<file path="src/rtl/perf_event_counter_bank_if.sv">
// Bus bundle for perf_event_counter_bank.
// Ports (slave view):
//   evt_i     per-channel event pulses
//   stall_i   global stall, qualifies channels selected by GATE_MASK
//   halt_i    processor halt
//   clr_i     synchronous clear of all counters
//   rd_sel_i  read index (NUM_EVT selects the cycle counter)
//   rd_data_o registered read data
//   sat_o     sticky saturation flags (bit NUM_EVT = cycle counter)
//   frozen_o  counting stopped (halted or watchdog)
//   timeout_o watchdog tripped
interface perf_event_counter_bank_if #(
    parameter int NUM_EVT = 8,
    parameter int CNT_W   = 32
);
    localparam int SEL_W = $clog2(NUM_EVT + 1);

    logic [NUM_EVT-1:0] evt_i;
    logic               stall_i;
    logic               halt_i;
    logic               clr_i;
    logic [SEL_W-1:0]   rd_sel_i;
    logic [CNT_W-1:0]   rd_data_o;
    logic [NUM_EVT:0]   sat_o;
    logic               frozen_o;
    logic               timeout_o;

    modport master (
        output evt_i, stall_i, halt_i, clr_i, rd_sel_i,
        input  rd_data_o, sat_o, frozen_o, timeout_o
    );

    modport slave (
        input  evt_i, stall_i, halt_i, clr_i, rd_sel_i,
        output rd_data_o, sat_o, frozen_o, timeout_o
    );
endinterface

</file>
<file path="src/rtl/perf_event_counter_bank.sv">
// Performance-monitor counter bank: one free-running cycle counter plus
// NUM_EVT event counters, optionally stall-qualified per channel. Counting
// freezes on processor halt or when the cycle watchdog trips; counters
// saturate at all-ones with a sticky flag. Counters are read through a
// registered port that returns the pre-update value of the selected counter.
// Ports:
//   clk    clock, rising edge
//   rst_n  synchronous active-low reset
//   bus    perf_event_counter_bank_if slave (events, control, read port, status)
//
// state      | meaning
// ST_RUN     | counting cycles and qualified events
// ST_HALTED  | frozen by halt_i, leaves only via clr_i or reset
// ST_TIMEOUT | frozen by the cycle watchdog, leaves only via clr_i or reset
module perf_event_counter_bank #(
    parameter int          NUM_EVT   = 8,
    parameter int          CNT_W     = 32,
    parameter logic [15:0] GATE_MASK = 16'h00F0,
    parameter int unsigned CYC_LIMIT = 100000
) (
    input  logic                        clk,
    input  logic                        rst_n,
    perf_event_counter_bank_if.slave    bus
);
    localparam int SEL_W = $clog2(NUM_EVT + 1);
    localparam int CYC   = NUM_EVT;   // index of the cycle counter
    // Watchdog limit truncated to the counter width; trip when the counter
    // is one below it and about to increment.
    localparam logic [CNT_W-1:0] LIMIT_T  = CNT_W'(CYC_LIMIT);
    localparam logic [CNT_W-1:0] LIMIT_M1 = LIMIT_T - CNT_W'(1);

    typedef enum logic [1:0] {ST_RUN, ST_HALTED, ST_TIMEOUT} state_e;

    state_e           state_q, state_d;
    logic [CNT_W-1:0] cnt_q [NUM_EVT+1];
    logic [CNT_W-1:0] cnt_d [NUM_EVT+1];
    logic [NUM_EVT:0] sat_q, sat_d;
    logic [NUM_EVT:0] inc;
    logic [CNT_W-1:0] rd_data_q, rd_mux;
    logic             wd_hit;

    always_ff @(posedge clk) begin
        if (!rst_n) begin
            state_q   <= ST_RUN;
            sat_q     <= '0;
            rd_data_q <= '0;
            for (int i = 0; i <= NUM_EVT; i++) cnt_q[i] <= '0;
        end else begin
            state_q   <= state_d;
            sat_q     <= sat_d;
            rd_data_q <= rd_mux;
            for (int i = 0; i <= NUM_EVT; i++) cnt_q[i] <= cnt_d[i];
        end
    end

    always_comb begin
        inc = '0;
        for (int i = 0; i < NUM_EVT; i++)
            inc[i] = bus.evt_i[i] && !(GATE_MASK[i] && bus.stall_i);
        inc[CYC] = 1'b1;
    end

    // A saturated cycle counter no longer increments, so it cannot trip.
    assign wd_hit = (CYC_LIMIT != 0) && (cnt_q[CYC] == LIMIT_M1) && (cnt_q[CYC] != '1);

    always_comb begin
        state_d = state_q;
        sat_d   = sat_q;
        for (int i = 0; i <= NUM_EVT; i++) cnt_d[i] = cnt_q[i];

        if (bus.clr_i) begin
            state_d = ST_RUN;
            sat_d   = '0;
            for (int i = 0; i <= NUM_EVT; i++) cnt_d[i] = '0;
        end else if (state_q == ST_RUN) begin
            for (int i = 0; i <= NUM_EVT; i++) begin
                if (inc[i]) begin
                    if (cnt_q[i] == '1) sat_d[i] = 1'b1;
                    else                cnt_d[i] = cnt_q[i] + CNT_W'(1);
                end
            end
            // Halt takes precedence over a simultaneous watchdog trip.
            if (bus.halt_i)  state_d = ST_HALTED;
            else if (wd_hit) state_d = ST_TIMEOUT;
        end
    end

    // Read mux works on pre-update values; out-of-range indices return 0.
    always_comb begin
        rd_mux = '0;
        for (int i = 0; i <= NUM_EVT; i++)
            if (bus.rd_sel_i == SEL_W'(i)) rd_mux = cnt_q[i];
    end

    assign bus.rd_data_o = rd_data_q;
    assign bus.sat_o     = sat_q;
    assign bus.frozen_o  = (state_q != ST_RUN);
    assign bus.timeout_o = (state_q == ST_TIMEOUT);
endmodule

</file>
<file path="src/flat_wrapper.sv">
// flat-port wrapper written by rule: the top's interface ports become plain ports
module perf_event_counter_bank_flat 
#(
    parameter int          NUM_EVT   = 8,
    parameter int          CNT_W     = 32,
    parameter logic [15:0] GATE_MASK = 16'h00F0,
    parameter int unsigned CYC_LIMIT = 100000
)
  (clk, rst_n, bus_evt_i, bus_stall_i, bus_halt_i, bus_clr_i, bus_rd_sel_i, bus_rd_data_o, bus_sat_o, bus_frozen_o, bus_timeout_o);
  perf_event_counter_bank_if #(.NUM_EVT(NUM_EVT), .CNT_W(CNT_W)) bus_i ();
  input  logic clk;
  input  logic rst_n;
  input wire logic [$bits(bus_i.evt_i)-1:0] bus_evt_i;
  input wire logic [$bits(bus_i.stall_i)-1:0] bus_stall_i;
  input wire logic [$bits(bus_i.halt_i)-1:0] bus_halt_i;
  input wire logic [$bits(bus_i.clr_i)-1:0] bus_clr_i;
  input wire logic [$bits(bus_i.rd_sel_i)-1:0] bus_rd_sel_i;
  output wire logic [$bits(bus_i.rd_data_o)-1:0] bus_rd_data_o;
  output wire logic [$bits(bus_i.sat_o)-1:0] bus_sat_o;
  output wire logic [$bits(bus_i.frozen_o)-1:0] bus_frozen_o;
  output wire logic [$bits(bus_i.timeout_o)-1:0] bus_timeout_o;
  assign bus_i.evt_i = bus_evt_i;
  assign bus_i.stall_i = bus_stall_i;
  assign bus_i.halt_i = bus_halt_i;
  assign bus_i.clr_i = bus_clr_i;
  assign bus_i.rd_sel_i = bus_rd_sel_i;
  assign bus_rd_data_o = bus_i.rd_data_o;
  assign bus_sat_o = bus_i.sat_o;
  assign bus_frozen_o = bus_i.frozen_o;
  assign bus_timeout_o = bus_i.timeout_o;
  perf_event_counter_bank #(.NUM_EVT(NUM_EVT), .CNT_W(CNT_W), .GATE_MASK(GATE_MASK), .CYC_LIMIT(CYC_LIMIT)) u_core (.clk(clk), .rst_n(rst_n), .bus(bus_i));
endmodule
</file>
<file path="config.mk">
export PLATFORM = sky130hd
export DESIGN_NAME = perf_event_counter_bank_flat
export DESIGN_NICKNAME = d
export VERILOG_FILES = /design/src/rtl/perf_event_counter_bank_if.sv /design/src/rtl/perf_event_counter_bank.sv /design/src/flat_wrapper.sv
export SDC_FILE = /design/constraint.sdc
export NUM_CORES = 1
export LEC_CHECK = 0
export CORE_MARGIN = 5
export CORE_UTILIZATION = 55
export CTS_CLUSTER_DIAMETER = 150
export DETAILED_ROUTE_END_ITERATION = 16
export GPL_TIMING_DRIVEN = 0
export PLACE_DENSITY = 0.7
export SETUP_SLACK_MARGIN = 0.5
export SLEW_MARGIN = 25
export SYNTH_ARGS = -nofsm -noshare
export SYNTH_HDL_FRONTEND = slang
export SYNTH_SLANG_ARGS = --single-unit
</file>
<file path="constraint.sdc">
create_clock -name clk -period 3 [get_ports clk]
set_input_delay 0.45 -clock clk [delete_from_list [all_inputs] [get_ports clk]]
set_output_delay 0.45 -clock clk [all_outputs]
set_load 0.05 [all_outputs]
</file>
## Word-level counts from Yosys, hierarchy flattened

Memories as Yosys holds them, arrays and structs flattened.
Cells that the tools add are included.

| word-level totals | value |
|---|---|
| memories | 1 |
| RAM bits | 288 |
| input bits | 17 |
| bits in registers | 43 |
| logic and storage cells | 113 |
| output and inout port bits | 43 |

Memories:

| name | depth | width | read ports | clocked after Yosys merged registers in | write ports | RTL line | text |
|---|---|---|---|---|---|---|---|
| u_core.cnt_q | 9 | 32 | 9 | 0 | 9 | perf_event_counter_bank.sv:35 | `logic [CNT_W-1:0] cnt_q [NUM_EVT+1];` |

| operators by class | value |
|---|---|
| add/subtract/negate cells | 9 |
| reduce and logical (&&, ||, !) cells | 21 |
| eq/ne operators | 20 |
| bitwise gates (word level) | 10 |
| muxes and demuxes | 41 |

Operators with widths:

| operator | number |
|---|---|
| 2-to-1 mux 32 bit | 35 |
| 2-to-1 mux 288 bit | 2 |
| adder 32 x 1 -> 32 bit (second input constant) | 9 |
| == test 32 bit (second input constant) | 9 |
| == test 32 x 17 -> 1 bit (second input constant) | 1 |
| != test 32 bit (second input constant) | 1 |
| AND reduction 3 bit | 8 |
| == test 4 x 3 -> 1 bit (second input constant) | 4 |
| bitwise OR 1 bit | 9 |
| == test 4 x 2 -> 1 bit (second input constant) | 2 |
| logical AND 1 bit | 5 |
| == test 4 x 1 -> 1 bit (second input constant) | 1 |
| == test 4 bit (second input constant) | 1 |
| logical NOT 4 bit | 1 |
| 2-to-1 mux 2 bit | 2 |
| AND reduction 2 bit | 2 |
| nonzero test 2 bit | 2 |
| == test 2 bit (second input constant) | 1 |
| logical NOT 2 bit | 1 |
| 2-to-1 mux 1 bit | 2 |
| OR reduction 2 bit | 1 |
| logical NOT 1 bit | 1 |
| inverter 1 bit | 1 |

## Longest topological paths before layout

| depth | value |
|---|---|
| depth in word-level cells | 10 |
| depth in mapped cells | 9 |
| mapped depth without buffers | 6 |

## Worst setup path after synthesis

OpenSTA, ideal clock, no wires.

| path | value |
|---|---|
| path type | input-to-reg |
| start | input port bus_stall_i |
| end | memory u_core.cnt_q[5][19], in the netlist u_core.cnt_q[0][179] |
| setup time | 70 ps |
| cell stages on the path | 6 |
| data arrival time | 2257 ps |
| required time | 2930 ps |
| slack | 673 ps |
| cells stage by stage | clkbuf_1 > or4b_1 > nor4_2 > nand2_1 > or4_1 > a21oi_1 |

RTL lines:

| element | RTL line | text |
|---|---|---|
| from (decl) | flat_wrapper.sv:14 | `input wire logic [$bits(bus_i.stall_i)-1:0] bus_stall_i;` |
| to (decl) | perf_event_counter_bank.sv:35 |  |

## Worst setup path after layout

| path | value |
|---|---|
| start | input port bus_rd_sel_i[0] |
| end | register u_core.rd_data_q[27], in the netlist u_core.bus.rd_data_o[27] |

| on the way | value |
|---|---|
| cells in the longest elaborated chain, start to end | 10 |
| elaborated cells on any way between the ends | 18 |
| classes of those cells | eq/ne: 8; mux: 9; reduce/logical: 1 |

RTL lines:

| element | RTL line | text |
|---|---|---|
| from (decl) | flat_wrapper.sv:17 | `input wire logic [$bits(bus_i.rd_sel_i)-1:0] bus_rd_sel_i;` |
| logical NOT 4 bit | perf_event_counter_bank.sv:92 | `if (bus.rd_sel_i == SEL_W'(i)) rd_mux = cnt_q[i];` |
| 2-to-1 mux 32 bit (8 in series) | perf_event_counter_bank.sv:92 |  |
| 2-to-1 mux 32 bit * | perf_event_counter_bank.sv:92 |  |
| to (signal assigned) | perf_event_counter_bank.sv:51 | `rd_data_q <= rd_mux;` |
| to (decl) | perf_event_counter_bank.sv:39 | `logic [CNT_W-1:0] rd_data_q, rd_mux;` |

Mark *: on every way between the ends. The rest lies on a longest branch, timed or not.
A chain may end at the register's enable or synchronous reset.

==> results.json <==
{
  "drive_gt1_share_pct": 12.4,
  "area_growth_syn_to_layout_pct": 17.5,
  "ios": 60,
  "final_area_sq_mm": 0.0212,
  "synth_seq_cells": 331,
  "yosysTopAreaCellShare_pct": 36.8,
  "cp_slowest_stage_delay_ps": 570,
  "grt_usage_pct": 36.4,
  "die_area_sq_mm": 0.0365,
  "cts_buffers": 38,
  "clock-root-buffer": "clkbuf_16",
  "relSlewSlack_pct": 41.5,
  "placed_cell_area_sq_mm": 0.0191,
  "synthTopCellsByArea": "dfxtp_1 (37%), a21oi_1 (5.4%), o21ai_0 (4.6%)",
  "clock_latency_ps": 550,
  "path_cells": "clkbuf_1 -> clkbuf_2 -> clkdlybuf4s15_2 -> mux2i_1 -> o21ai_0 -> o211ai_1 -> a31oi_1",
  "r2r_setup_slack_ps": 520,
  "synth-edff-count": 0,
  "slowest_stage": "clkdlybuf4s15_2",
  "multiInputGateArea_sq_mm": 0.0110,
  "layout.area.seq_sq_mm": 0.00666,
  "grt_start_max_net_pins": 13,
  "gp_congestion": 1.03,
  "vias_per_cell": 6.86,
  "syn_nets": 2198,
  "synth_area_sq_mm": 0.0180,
  "maxCapViolCount": 0,
  "ys_async_sr_fraction_pct": 0,
  "die_h_um": 191,
  "hold_viol": 0,
  "synth.most_common_cell": "dfxtp_1",
  "fillers": 2821,
  "cts_hold_buf": 0,
  "hold_path.class": "flop to flop",
  "synth-main-ff-cell": "dfxtp_1",
  "grt_pass1_vias": 16987,
  "busiest_layer": "met2",
  "drc_errors": 0,
  "status": "complete, no violations",
  "gr-usage-met3_pct": 7.30,
  "fmax_mhz": 389,
  "cp-start-kind": "input pin",
  "rsz0062_at_grt": "true",
  "grt_use_met1_pct": 49.4,
  "synth-seq-area-share_pct": 36.8,
  "antenna_left": 0,
  "setup_viol": 0,
  "worst-path-buf-inv": 3,
  "wl_per_cell_um": 24.8,
  "yosys_warnings": 0,
  "start_util_pct": 55.5,
  "clockBufferDepth": 3,
  "yosysUniqueCellTypes": 78,
  "critPathArrivalTime_ps": 2960,
  "tightest_slew_ps": 877,
  "cp-end-kind": "flop",
  "firstDrtPassIters": 7,
  "drtIter0Drc": 2347,
  "leakage_nw": 6.60,
  "cts_num_sinks": 331,
  "cts_tree": "yes",
  "required_ps": 3390,
  "grt_pass1_wl_mm": 102,
  "timing.setup.critical_path_class": "input pin to flop",
  "syn_avg_cell_area_sq_um": 8.30,
  "placementRows": 66,
  "drv_slew": 0,
  "met2_usage_pct": 55.1,
  "vias": 19014,
  "crit_fanout": 10,
  "core_area_sq_mm": 0.0325,
  "port_buffers": 56,
  "wl_mm": 68.6,
  "antennaDiodeCount": 0,
  "synth_top_area_cell": "dfxtp_1",
  "vdd_drop_max_mv": 0.453,
  "timing.final.crit_share_pct": 85.7,
  "holdWs_ps": 475,
  "nets": 2326,
  "utilization_pct": 65.2,
  "synth_common_cells": "dfxtp_1 (331), a21oi_1 (193), nand2_1 (170), o21ai_0 (166), clkbuf_1 (111)",
  "power.density_mw_per_mm2": 462,
  "dp_hpwl_mm": 50.6,
  "synthCells": 2172,
  "clkTransAtPathRegs_ps": 60,
  "cp_top_family": "buffers and inverters",
  "grt-ovfl-total": 0,
  "final.min_clock_period_ps": 2570,
  "total_power_mw": 9.79,
  "skew_ps": 15.9,
  "htree_levels": 2,
  "die_x_um": 191,
  "antenna_found_initial": 4
}
[worst min-delay path, stage by stage (launching register included)]
cell and delay, ps:
dfxtp_1 320, nor2_1 50, nor2_1 70
[layout by cell type (no fill, tap or decap), types with 19 or more instances in the layout]
cell type	Yosys	final
o21ai_0	166	159
and3_1	31	31
clkbuf_2	0	37
nand2b_1	20	19
nand4_1	83	83
buf_4	0	32
nand2_1	170	169
xor2_1	21	21
o211ai_1	54	54
and4_1	38	37
clkbuf_1	111	80
dfxtp_1	331	301
o31ai_1	83	80
a22oi_1	24	24
nor4_1	42	34
dfxtp_2	0	30
mux4_2	23	23
clkbuf_16	0	39
xnor2_1	21	21
clkdlybuf4s50_1	0	54
or4_1	104	103
nand3_1	108	108
a31oi_1	32	32
inv_1	36	36
mux2i_1	60	60
nor2_1	104	98
or3_1	109	108
a21oi_1	193	191
[routing by layer]
metal,vias up,wire length [um]
met5,-,22
met4,4,4200
met3,207,6970
met2,1023,29800
met1,9142,27600
li1,8638,-
[path summary, 6_finish.rpt]
path,cells after the start,endpoint,start
worst max-delay path,7,u_core.bus.rd_data_o[27]$_SDFF_PN0_,bus_rd_sel_i[0]
worst min-delay path,2,u_core.bus.sat_o[1]$_SDFFE_PP0P_,u_core.bus.sat_o[1]$_SDFFE_PP0P_
worst max register to register,7,u_core.cnt_q[0][158]$_SDFFE_PP0P_,u_core.state_q[1]$_SDFFE_PP0P_
worst min register to register,2,u_core.bus.sat_o[1]$_SDFFE_PP0P_,u_core.bus.sat_o[1]$_SDFFE_PP0P_
[stage by stage]
step / setup TNS (ps) / setup WS [ps] / std cells
CTS: 0 / 256 / 2753
global placement: -129980 / -942 / 2670
finish: 0 / 428 / 2770
floorplan: 0 / 673 / 2172
detailed placement: -118620 / -626 / 2671
global route: 0 / 449 / 2770
[report_power, final]
group	total, mW	switching [mW]	internal, mW	leakage [nW]
logic	0.616	0.445	0.171	3.29
registers	4.44	0.0181	4.42	2.68
clock network	4.73	1.91	2.83	0.627
[cell type report]
cell class | count | area share (%)
Multi-Input combinational cell | 1660 | 52.1
Sequential cell | 331 | 31.5
Clock buffer | 59 | 5.48
Timing Repair Buffer | 88 | 3.85
Buffer | 144 | 3.34
Tap cell | 442 | 2.61
Inverter | 37 | 0.656
Clock inverter | 9 | 0.467
[state kept, by name (all words and copies together) (netlist names)]
| register | cells |
|---|---|
| u_core.cnt_q | 288 |
| u_core.bus.rd_data_o | 32 |
| u_core.bus.sat_o | 9 |
| u_core.state_q | 2 |
[timing repair]
| action | in CTS | in global routing |
|---|---|---|
| pin swaps | 9 | 17 |
| endpoints found under the setup margin | 309 | 238 |
| setup buffers | 14 | 17 |
| resized for setup | 67 | 123 |
[cell families (layout without fill, tap and decap cells)]
| logic type | after synthesis | in the layout | share of synthesized area (%) |
|---|---|---|---|
| multiplexers | 83 | 83 | 6.21 |
| buffers and inverters | 181 | 337 | 3.96 |
| flip-flops | 331 | 331 | 36.8 |
| adder cells (fa/ha/maj) | 9 | 9 | 0.625 |
| XOR/XNOR | 42 | 42 | 2.04 |
| AND/OR/NAND/NOR | 891 | 891 | 28.6 |
| AO/OA/AOI/OAI | 635 | 635 | 21.8 |
Power figures use the tool's default switching activity.
